<file path="src/rtl/decoder38_buf.sv">
// Buffered 3-to-8 decoder: FIFO of codes, each held one-hot on y for HOLD enabled cycles.
// Ports: clk/rst_n; in_valid/in_ready/in_code push; en gates y; y/y_valid/busy/count status.
module decoder38_buf #(
  parameter int HOLD  = 4,
  parameter int DEPTH = 4
) (
  input  logic                   clk,
  input  logic                   rst_n,
  input  logic                   in_valid,
  output logic                   in_ready,
  input  logic [2:0]             in_code,
  input  logic                   en,
  output logic [7:0]             y,
  output logic                   y_valid,
  output logic                   busy,
  output logic [$clog2(DEPTH):0] count
);

  localparam int AW = $clog2(DEPTH);
  localparam int CW = AW + 1;
  localparam logic [CW-1:0] FULL = CW'(DEPTH);
  localparam logic [7:0] HLD = 8'(HOLD - 1);

  typedef enum logic {IDLE, DRIVE} state_t;

  state_t        r_state;
  logic [2:0]    r_mem [DEPTH];
  logic [AW-1:0] r_wptr;
  logic [AW-1:0] r_rptr;
  logic [CW-1:0] r_count;
  logic [7:0]    r_hold;
  logic [2:0]    r_code;
  logic [7:0]    r_y;
  logic          r_y_valid;

  logic          w_push;
  logic          w_pop;
  logic          w_hold0;
  logic [2:0]    w_head;

  function automatic logic [7:0] onehot(input logic [2:0] c);
    return 8'h01 << c;
  endfunction

  assign in_ready = r_count < FULL;
  assign w_push   = in_valid & in_ready;
  assign w_hold0  = r_hold == 8'd0;
  // Pop from IDLE, or back-to-back once the current code's hold expires.
  assign w_pop    = (r_count != '0) & en
                  & ((r_state == IDLE) | w_hold0);
  assign w_head   = r_mem[r_rptr];

  assign y       = r_y;
  assign y_valid = r_y_valid;
  assign count   = r_count;
  assign busy    = (r_count != '0) | (r_state == DRIVE);

  always_ff @(posedge clk) begin
    if (w_push) r_mem[r_wptr] <= in_code;
  end

  always_ff @(posedge clk or negedge rst_n) begin
    if (!rst_n) begin
      r_wptr  <= '0;
      r_rptr  <= '0;
      r_count <= '0;
    end else begin
      if (w_push) r_wptr <= r_wptr + AW'(1);
      if (w_pop)  r_rptr <= r_rptr + AW'(1);
      r_count <= r_count + CW'(w_push) - CW'(w_pop);
    end
  end

  always_ff @(posedge clk or negedge rst_n) begin
    if (!rst_n) begin
      r_state   <= IDLE;
      r_hold    <= '0;
      r_code    <= '0;
      r_y       <= '0;
      r_y_valid <= 1'b0;
    end else begin
      unique case (r_state)
        IDLE: begin
          if (w_pop) begin
            r_state   <= DRIVE;
            r_code    <= w_head;
            r_hold    <= HLD;
            r_y       <= onehot(w_head);
            r_y_valid <= 1'b1;
          end else begin
            r_y       <= '0;
            r_y_valid <= 1'b0;
          end
        end
        DRIVE: begin
          if (!en) begin
            // Pause: blank output, keep code and remaining count.
            r_y       <= '0;
            r_y_valid <= 1'b0;
          end else if (!w_hold0) begin
            r_hold    <= r_hold - 8'd1;
            r_y       <= onehot(r_code);
            r_y_valid <= 1'b1;
          end else if (w_pop) begin
            r_code    <= w_head;
            r_hold    <= HLD;
            r_y       <= onehot(w_head);
            r_y_valid <= 1'b1;
          end else begin
            r_state   <= IDLE;
            r_y       <= '0;
            r_y_valid <= 1'b0;
          end
        end
        default: r_state <= IDLE;
      endcase
    end
  end

endmodule

</file>
<file path="config.mk">
export PLATFORM = sky130hd
export DESIGN_NAME = decoder38_buf
export DESIGN_NICKNAME = d
export VERILOG_FILES = /design/src/rtl/decoder38_buf.sv
export SDC_FILE = /design/constraint.sdc
export NUM_CORES = 1
export LEC_CHECK = 0
export BUFFER_PORTS_ARGS = -buffer_cell sky130_fd_sc_hd__clkbuf_2
export CORE_UTILIZATION = 55
export CTS_CLUSTER_SIZE = 24
export DETAILED_ROUTE_END_ITERATION = 16
export PLACE_DENSITY = 0.76
export SLEW_MARGIN = 20
export SYNTH_ARGS = -nofsm -noshare
export SYNTH_HDL_FRONTEND = slang
export SYNTH_SLANG_ARGS = --single-unit
export TNS_END_PERCENT = 10
</file>
<file path="constraint.sdc">
create_clock -name clk -period 7 [get_ports clk]
set_input_delay 1.05 -clock clk [delete_from_list [all_inputs] [get_ports clk]]
set_output_delay 1.05 -clock clk [all_outputs]
set_load 0.01 [all_outputs]
</file>
==> results of run 1 <==
## layout by cell type (no fill, tap or decap), types with 3 or more instances in the layout
cell	count
dfrtp_1	28
clkbuf_2	20
edfxtp_1	12
inv_1	11
nand2_1	9
ha_1	7
o32ai_1	6
and2_1	5
xnor2_1	5
clkbuf_4	5
nand2b_1	4
nor3_1	4
nor2_1	4
o21ai_0	4
or4_1	3
xor2_1	3
## metal layers
metal / share of wire (%) / wire [um] / GRT usage, % / vias up
met5: 0 / 0 / 0 / -
met4: 0.91 / 29 / 7.309 / 0
met3: 5.0 / 159 / 7.143 / 4
met2: 48 / 1526 / 32.70 / 39
met1: 46 / 1461 / 27.09 / 584
li1: - / - / - / 581
## registers in the layout, summed over array words and instances, names as in the netlist
register,flops
r_hold,8
r_mem,12
count,3
y_valid,1
y,8
r_wptr,2
r_state,1
r_code,3
r_rptr,2
## worst paths after layout
check,endpoint,slack [ns],cells past startpoint
max in group asynchronous,count[2],5.84,1
setup reg to reg,count[2],4.12,12
hold reg to reg,r_hold[0],0.54,1
min in group asynchronous,y[0],0.73,1
setup / recovery,count[2],4.12,12
hold / removal,r_hold[0],0.54,1
## cell type report
cell class	count	share of cell area [%]
multi-input combinational	90	35.67
timing repair buffer	20	4.929
clock buffer	6	2.033
clock inverter	2	0.3697
inverter	11	2.033
tap	44	2.711
sequential	40	52.25
## Yosys cell counts (2+ instances only)
| cell type | count | area (um2) |
|---|---|---|
| or4_1 | 3 | 22.52 |
| and2_1 | 5 | 31.28 |
| nand2_1 | 9 | 33.78 |
| o31ai_1 | 2 | 15.01 |
| xor2_1 | 3 | 26.28 |
| nor2_1 | 4 | 15.01 |
| xnor2_1 | 5 | 43.79 |
| o21ai_2 | 2 | 17.52 |
| edfxtp_1 | 12 | 360.4 |
| mux4_2 | 2 | 45.04 |
| o211ai_1 | 2 | 15.01 |
| a21oi_1 | 2 | 10.01 |
| ha_1 | 7 | 87.58 |
| dfrtp_1 | 28 | 700.7 |
| inv_1 | 11 | 41.29 |
| o21ai_0 | 4 | 20.02 |
| o22ai_1 | 2 | 12.51 |
| mux2_2 | 2 | 22.52 |
| nand2b_1 | 4 | 25.02 |
| nand3_1 | 2 | 10.01 |
| o32ai_1 | 6 | 52.55 |
| a21boi_1 | 2 | 15.01 |
| nor3_1 | 4 | 20.02 |
## where the power goes
part | switching (mW) | internal [mW] | total, mW
Clock | 0.0668 | 0.0372 | 0.104
Combinational | 0.132 | 0.119 | 0.251
Sequential | 0.0823 | 0.312 | 0.394
Total | 0.281 | 0.468 | 0.749
## through the flow
stage                     total power [mW]  area [um2]  utilization (%)
after detailed placement            0.6509        1982            63.87
after CTS                           0.7556        2031            65.44
after floorplan                     0.5739        1842                -
final                               0.7492        2031            65.44
after global placement              0.6343        1982            63.87
after global routing                0.8089        2031            65.44
## cells by family (layout without fill, tap and decap cells)
family          after synthesis  count (layout)  synth area share [%]
compound gates               28              28                 11.35
xor+xnor                      8               8                 3.804
fa+ha+maj                     8               8                 5.842
buf+inv                      13              39                 3.057
flops                        40              40                 57.61
mux                           5               5                 5.095
simple gates                 41              41                 13.25
==> impl_metrics.json, run 1 <==
{
  "start_util_pct": 59.35,
  "synthFlopType": "dfrtp_1",
  "async_flop_share_pct": 70.00,
  "peakVddDrop_mv": 0.2440,
  "syn-instance-count": 143,
  "ys_ff_latch": 40,
  "cap_violations": 0,
  "ant_nets": 0,
  "grt_max_degree": 29,
  "multi_input_area_um2": 724.4,
  "fillers": 259,
  "grt_pass1_vias": 1175,
  "ios": 21,
  "root_buffer": "clkbuf_4",
  "fin_nets": 183,
  "die_h_um": 59.87,
  "path_clk_slew_ns": 0.10,
  "drtPass1Iterations": 4,
  "synth_warnings": 0,
  "core_um2": 3103,
  "post-place-ws_ns": 3.967,
  "leakagePower_nw": 0.8571,
  "cp_max_fo": 7,
  "setup_violations": 0,
  "grt_setup_unrepaired": "false",
  "fmax_mhz": 346.8,
  "cts_tree": "done",
  "core.rowCount": 20,
  "seq_area_frac_synth_pct": 57.61,
  "worstPathArrival_ns": 3.10,
  "ys_types": 43,
  "grt.overflow.total": 0,
  "crit_required_ns": 7.22,
  "die_width_um": 59.87,
  "syn2layout_area_growth_pct": 10.26,
  "via_per_inst": 5.671,
  "wl_per_cell_um": 14.91,
  "critPathKind": "register to register",
  "path_cells": "inv_1, ha_1, nor3b_1, a21boi_1, nor2_2, ha_1, inv_1, ha_1, inv_1, fa_1, xnor2_1, xnor2_1",
  "post-cts-setup-buffer-count": 0,
  "clockBufferDepth": 2,
  "whs_ns": 0.5436,
  "vias": 1208,
  "timing.rr.start": "r_hold[0]",
  "dieArea_um2": 3584,
  "synth_edf_count": 12,
  "critPathTopFamily": "adder cells",
  "dp.cells": 205,
  "globalplace.congestion": 0.9124,
  "wirelength_um": 3176,
  "htree_levels": 2,
  "tns_ns": 0,
  "syn-num-nets": 158,
  "power_density_nw_per_um2": 368.9,
  "clk_latency_ns": 0.33,
  "layout.cells.non_filler": 213,
  "cp_num_buf_inv": 3,
  "fin_crit_ns": 2.883,
  "maxSlewHeadroom_pct": 38.95,
  "setup_ws_ns": 4.117,
  "finalHoldViolations": 0,
  "grt_pass1_wl_um": 5347,
  "antenna_cells": 0,
  "hp-start": "r_hold[0]",
  "startpoint_type": "register",
  "antenna_found_initial": 0,
  "run_status": "finished clean",
  "crit_start": "r_hold[0]",
  "end_kind": "register",
  "tightestPinTransition_ns": 0.9079,
  "fin_skew_ns": 0.004766,
  "cts_resized": 0,
  "track_usage_pct": 20.88,
  "synth_area_um2": 1842,
  "clock-sinks": 40,
  "drive_gt1_share_pct": 21.89,
  "min_period_over_period_pct": 41.19,
  "drc_errors": 0,
  "maxSlewViolCount": 0,
  "ctsHoldBuffers": 0,
  "hp-class": "register to register",
  "crit_slowest_cell": "dfrtp_1",
  "port_buffers": 20,
  "hpwl_um": 2390,
  "cts_buffers": 5,
  "slowest_delay_ns": 0.43,
  "avgSynthCellArea_um2": 12.88,
  "seq_area_um2": 1061,
  "drt-initial-drc-count": 89
}
Power figures use the tool's default switching activity.
==> inputs of run 2 (changes only) <==
==> constraint.sdc (replaced) <==
create_clock -name clk -period 2.87 [get_ports clk]
set_input_delay 0.4305 -clock clk [delete_from_list [all_inputs] [get_ports clk]]
set_output_delay 0.4305 -clock clk [all_outputs]
set_load 0.01 [all_outputs]
==> impl_metrics.json, run 2 (synthesized netlist as in run 1, its figures left out) <==
{
  "grt_pass1_wl_um": 5671,
  "clk_latency_ns": 0.35,
  "run_status": "finished clean",
  "hpwl_um": 2414,
  "maxSlewViolCount": 0,
  "root_buffer": "clkbuf_4",
  "cts_tree": "done",
  "grt_use_met2_pct": 37.14,
  "fillers": 256,
  "core.rowCount": 20,
  "ios": 21,
  "cp_max_fo": 5,
  "setup_violations": 0,
  "ctsHoldBuffers": 0,
  "syn2layout_area_growth_pct": 13.72,
  "antenna_cells": 0,
  "whs_ns": 0.09386,
  "fin_crit_ns": 2.581,
  "clock-sinks": 40,
  "cap_violations": 0,
  "grt.overflow.total": 0,
  "critPathKind": "register to register",
  "crit_end": "count[2]",
  "hp-class": "input pin to async pin",
  "drive_gt1_share_pct": 25.58,
  "fin_skew_ns": 0.004936,
  "wirelength_um": 3392,
  "vias": 1234,
  "r2r_slack_ns": 0.29,
  "die_h_um": 59.87,
  "post-cts-setup-buffer-count": 0,
  "min_period_over_period_pct": 89.94,
  "clockBufferDepth": 2,
  "met3_usage_pct": 5.195,
  "timing.rr.start": "r_hold[0]",
  "start_util_pct": 59.35,
  "peakVddDrop_mv": 0.6876,
  "reg2reg_depth": 12,
  "end_kind": "register",
  "htree_levels": 2,
  "drc_errors": 0,
  "tightestPinTransition_ns": 0.6867,
  "path_clk_slew_ns": 0.12,
  "busiest_layer": "met2",
  "path_cells": "inv_1, ha_1, nor3b_2, a21boi_1, nor2_2, ha_1, inv_1, ha_1, inv_1, fa_1, xnor2_1, xnor2_1",
  "drtPass1Iterations": 4,
  "crit_slowest_cell": "dfrtp_1",
  "fin_nets": 186,
  "fmax_mhz": 387.4,
  "wl_per_cell_um": 15.70,
  "startpoint_type": "register",
  "antenna_found_initial": 0,
  "globalplace.congestion": 0.8661,
  "maxSlewHeadroom_pct": 54.22,
  "grt_max_degree": 29,
  "crit_required_ns": 3.11,
  "track_usage_pct": 22.21,
  "grt_pass1_vias": 1223,
  "r2r-end": "count[2]",
  "worstPathArrival_ns": 2.82,
  "slowest_delay_ns": 0.42,
  "crit_start": "r_hold[0]",
  "layout.cells.most_common": "dfrtp_1",
  "drt-initial-drc-count": 48,
  "cts_buffers": 5,
  "largest-register": "r_mem",
  "dieArea_um2": 3584,
  "tns_ns": 0,
  "via_per_inst": 5.713,
  "final_cell_mix": "dfrtp_1, clkbuf_2, edfxtp_1, inv_1, nand2_1",
  "port_buffers": 20,
  "die_width_um": 59.87,
  "power_density_nw_per_um2": 934.7,
  "finalHoldViolations": 0,
  "ant_nets": 0,
  "use_met1_pct": 27.89,
  "largest_reg_flops": 12,
  "grt_setup_unrepaired": "false",
  "core_um2": 3103,
  "leakagePower_nw": 0.8937
}
-- run 2: changes by cell type in the layout (fill, tap and decap cells not counted), sizes merged --
cell and delta:
buf +3, clkbuf +1, clkinv -1
-- run 2: worst min-delay path by stage --
| stage | startpoint | end | slack, ns | cells past startpoint |
|---|---|---|---|---|
| final | rst_n | r_hold[5] | 0.09 | 1 |
| after floorplan | rst_n | count[0] | 0.13 | 0 |
| after global placement | rst_n | r_hold[7] | 0.49 | 1 |
| after global routing | rst_n | y[3] | 0.15 | 1 |
| after detailed placement | rst_n | r_hold[7] | 0.51 | 1 |
| after CTS | rst_n | r_hold[7] | 0.11 | 1 |
-- run 2: cell type report --
| class | instances | area [um2] | area share (%) |
|---|---|---|---|
| sequential | 40 | 1061 | 50.66 |
| clock buffer | 7 | 76.32 | 3.644 |
| tap | 44 | 55.05 | 2.628 |
| clock inverter | 1 | 8.758 | 0.4182 |
| inverter | 11 | 41.29 | 1.971 |
| multi-input combinational | 90 | 729.5 | 34.83 |
| timing repair buffer | 23 | 122.6 | 5.854 |
-- run 2: power by group --
group,total (mW),switching (mW),internal (mW)
registers,0.959,0.200,0.760
logic,0.639,0.335,0.304
clock network,0.359,0.185,0.174
total,1.96,0.720,1.24
-- run 2: routing by layer --
metal | wire [um] | vias to the layer above
met4 | 52 | 0
met1 | 1579 | 613
met3 | 104 | 6
met5 | 0 | -
li1 | - | 588
met2 | 1655 | 27
-- run 2: what timing repair did --
item	CTS	global route
hold endpoints to repair	0	0
endpoints found under the setup margin	0	1
resized for setup	0	1
-- run 2: through the flow --
stage	instance area (um2)	std cells	power [mW]	util, %	worst slack [ns]
floorplan	1842	143	1.400	-	0.3281
global placement	2004	208	1.556	64.60	0.3734
detailed placement	2004	208	1.595	64.60	0.2963
CTS	2090	216	1.963	67.34	0.2393
global route	2095	216	2.105	67.50	0.02397
finish	2095	216	1.958	67.50	0.2888
-- run 2: worst max-delay path, delay by kind of cell (launching register included) --
kind                       cells  cell delay (ns)
DFF                            1             0.42
AOI/OAI and AO/OA              1             0.36
and+or+nand+nor                2             0.26
adders and majority gates      4             1.00
buffers and inverters          3             0.15
xor gates and xnor gates       2             0.28
==> inputs of run 3 (changes only) <==
--- a/config.mk
+++ b/config.mk
@@ -7,6 +7,7 @@
 export LEC_CHECK = 0
 export BUFFER_PORTS_ARGS = -buffer_cell sky130_fd_sc_hd__clkbuf_2
 export CORE_UTILIZATION = 55
+export CTS_BUF_LIST = sky130_fd_sc_hd__clkbuf_4
 export CTS_CLUSTER_SIZE = 24
 export DETAILED_ROUTE_END_ITERATION = 16
 export PLACE_DENSITY = 0.76
==> impl_metrics.json, run 3 (synthesized netlist as in run 1, its figures left out) <==
{
  "fin_skew_ns": 0.005823,
  "grt.overflow.total": 0,
  "setup_violations": 0,
  "run_status": "finished clean",
  "path_cells": "inv_1, ha_1, nor3b_2, a21boi_1, nor2_2, ha_1, inv_1, ha_1, inv_1, fa_1, xnor2_1, xnor2_1",
  "leakagePower_nw": 0.8926,
  "finalHoldViolations": 0,
  "path_depth": 12,
  "crit_end": "count[2]",
  "r2r-end": "count[2]",
  "seqPwrFrac_pct": 48.7,
  "clk_latency_ns": 0.36,
  "slowest_delay_ns": 0.42,
  "die_h_um": 59.87,
  "globalplace.congestion": 0.8661,
  "fin_util_pct": 67.34,
  "wirelength_um": 3410,
  "largest_reg_flops": 12,
  "critPathTopFamily": "adder cells",
  "wl_met2_um": 1652,
  "antenna_found_initial": 0,
  "combPwrFrac_pct": 32.5,
  "grt_pass1_vias": 1219,
  "tns_ns": 0,
  "maxSlewHeadroom_pct": 54.28,
  "grt_setup_unrepaired": "false",
  "power_mw": 1.971,
  "hp-class": "input pin to async pin",
  "htree_levels": 2,
  "ios": 21,
  "core.rowCount": 20,
  "fin_nets": 186,
  "power_density_nw_per_um2": 943.4,
  "hpwl_um": 2414,
  "vias": 1246,
  "core_um2": 3103,
  "startpoint_type": "register",
  "die_width_um": 59.87,
  "root_buffer": "clkbuf_4",
  "maxSlewViolCount": 0,
  "track_usage_pct": 22.35,
  "grt_pass1_wl_um": 5685,
  "drt-initial-drc-count": 51,
  "layout.cells.non_filler": 216,
  "crit_start": "r_hold[0]",
  "dieArea_um2": 3584,
  "cts_buffers": 5,
  "cp_num_buf_inv": 3,
  "port_buffers": 20,
  "r2r_slack_ns": 0.29,
  "drive_gt1_share_pct": 25.58,
  "via_per_inst": 5.769,
  "cap_violations": 0,
  "m1WireLength_um": 1574,
  "clockPowerShare_pct": 18.9,
  "drtPass1Iterations": 4,
  "dp.cells": 208,
  "largest-register": "r_mem",
  "path_clk_slew_ns": 0.12,
  "syn2layout_area_growth_pct": 13.45,
  "ant_nets": 0,
  "cts_tree": "done",
  "power.share.switching_pct": 36.78,
  "end_kind": "register",
  "crit_required_ns": 3.12,
  "min_period_over_period_pct": 89.90,
  "critPathKind": "register to register",
  "timing.rr.start": "r_hold[0]",
  "start_util_pct": 59.35,
  "crit_slowest_cell": "dfrtp_1",
  "wl_per_cell_um": 15.79,
  "top_layer": "met4",
  "fin_crit_ns": 2.580,
  "cp_max_fo": 5,
  "fmax_mhz": 387.6,
  "reg2reg_depth": 12,
  "clock-sinks": 40,
  "met3_wirelength_um": 132,
  "antenna_cells": 0,
  "clockBufferDepth": 2,
  "grt_max_degree": 29,
  "switching_power_mw": 0.7251,
  "tightestPinTransition_ns": 0.6858,
  "peakVddDrop_mv": 0.6883,
  "final_cell_mix": "dfrtp_1, clkbuf_2, edfxtp_1, inv_1, nand2_1",
  "drc_errors": 0,
  "layout.cells.most_common": "dfrtp_1",
  "worstPathArrival_ns": 2.83,
  "p_int_mw": 1.246
}
run 3: cell count changes in the layout (fill, tap and decap cells not counted):
cell / change
bufinv_16: +1
inv_2: +1
clkbuf_16: -1
clkbuf_8: -1
run 3: area by class of cell:
cell class | count | area (um2)
clock inverter | 3 | 42.54
inverter | 11 | 41.29
sequential | 40 | 1061
fill | 258 | 1013
clock buffer | 5 | 37.54
tap | 44 | 55.05
multi-input combinational | 90 | 729.5
timing repair buffer | 23 | 122.6
run 3: worst min-delay path by stage:
| stage | startpoint | end | slack [ns] |
|---|---|---|---|
| floorplan | rst_n | count[0] | 0.13 |
| global placement | rst_n | r_hold[7] | 0.49 |
| detailed placement | rst_n | r_hold[7] | 0.51 |
| CTS | rst_n | r_hold[7] | 0.11 |
| global route | rst_n | r_wptr[1] | 0.14 |
| finish | rst_n | r_hold[5] | 0.09 |
run 3: per-stage QoR:
step | setup slack [ns] | area (um2) | hold slack, ns
global route | 0.02428 | 2090 | 0.1405
finish | 0.2898 | 2090 | 0.08534
floorplan | 0.3281 | 1842 | 0.1349
global placement | 0.3734 | 2004 | 0.4906
detailed placement | 0.2963 | 2004 | 0.5060
CTS | 0.2396 | 2085 | 0.1110
run 3: what timing repair did:
| item | in CTS | in global routing |
|---|---|---|
| gates resized for setup | 0 | 1 |
| setup buffers | 0 | 0 |
| hold buffers | 0 | 0 |
| endpoints found under the setup margin | 0 | 1 |
run 3: per-layer routing:
metal  vias up  GRT usage [%]
met2        35          37.14
li1        587              -
met4         0          8.638
met3         6          5.844
met5         -              0
met1       618          27.89
run 3: power by group through the flow:
stage               registers [mW]  clock network (mW)  logic (mW)
CTS                          0.953               0.380       0.640
finish                       0.960               0.372       0.640
global route                 0.986               0.404       0.726
floorplan                    0.932                   0       0.468
detailed placement           0.963                   0       0.632
global placement             0.947                   0       0.609
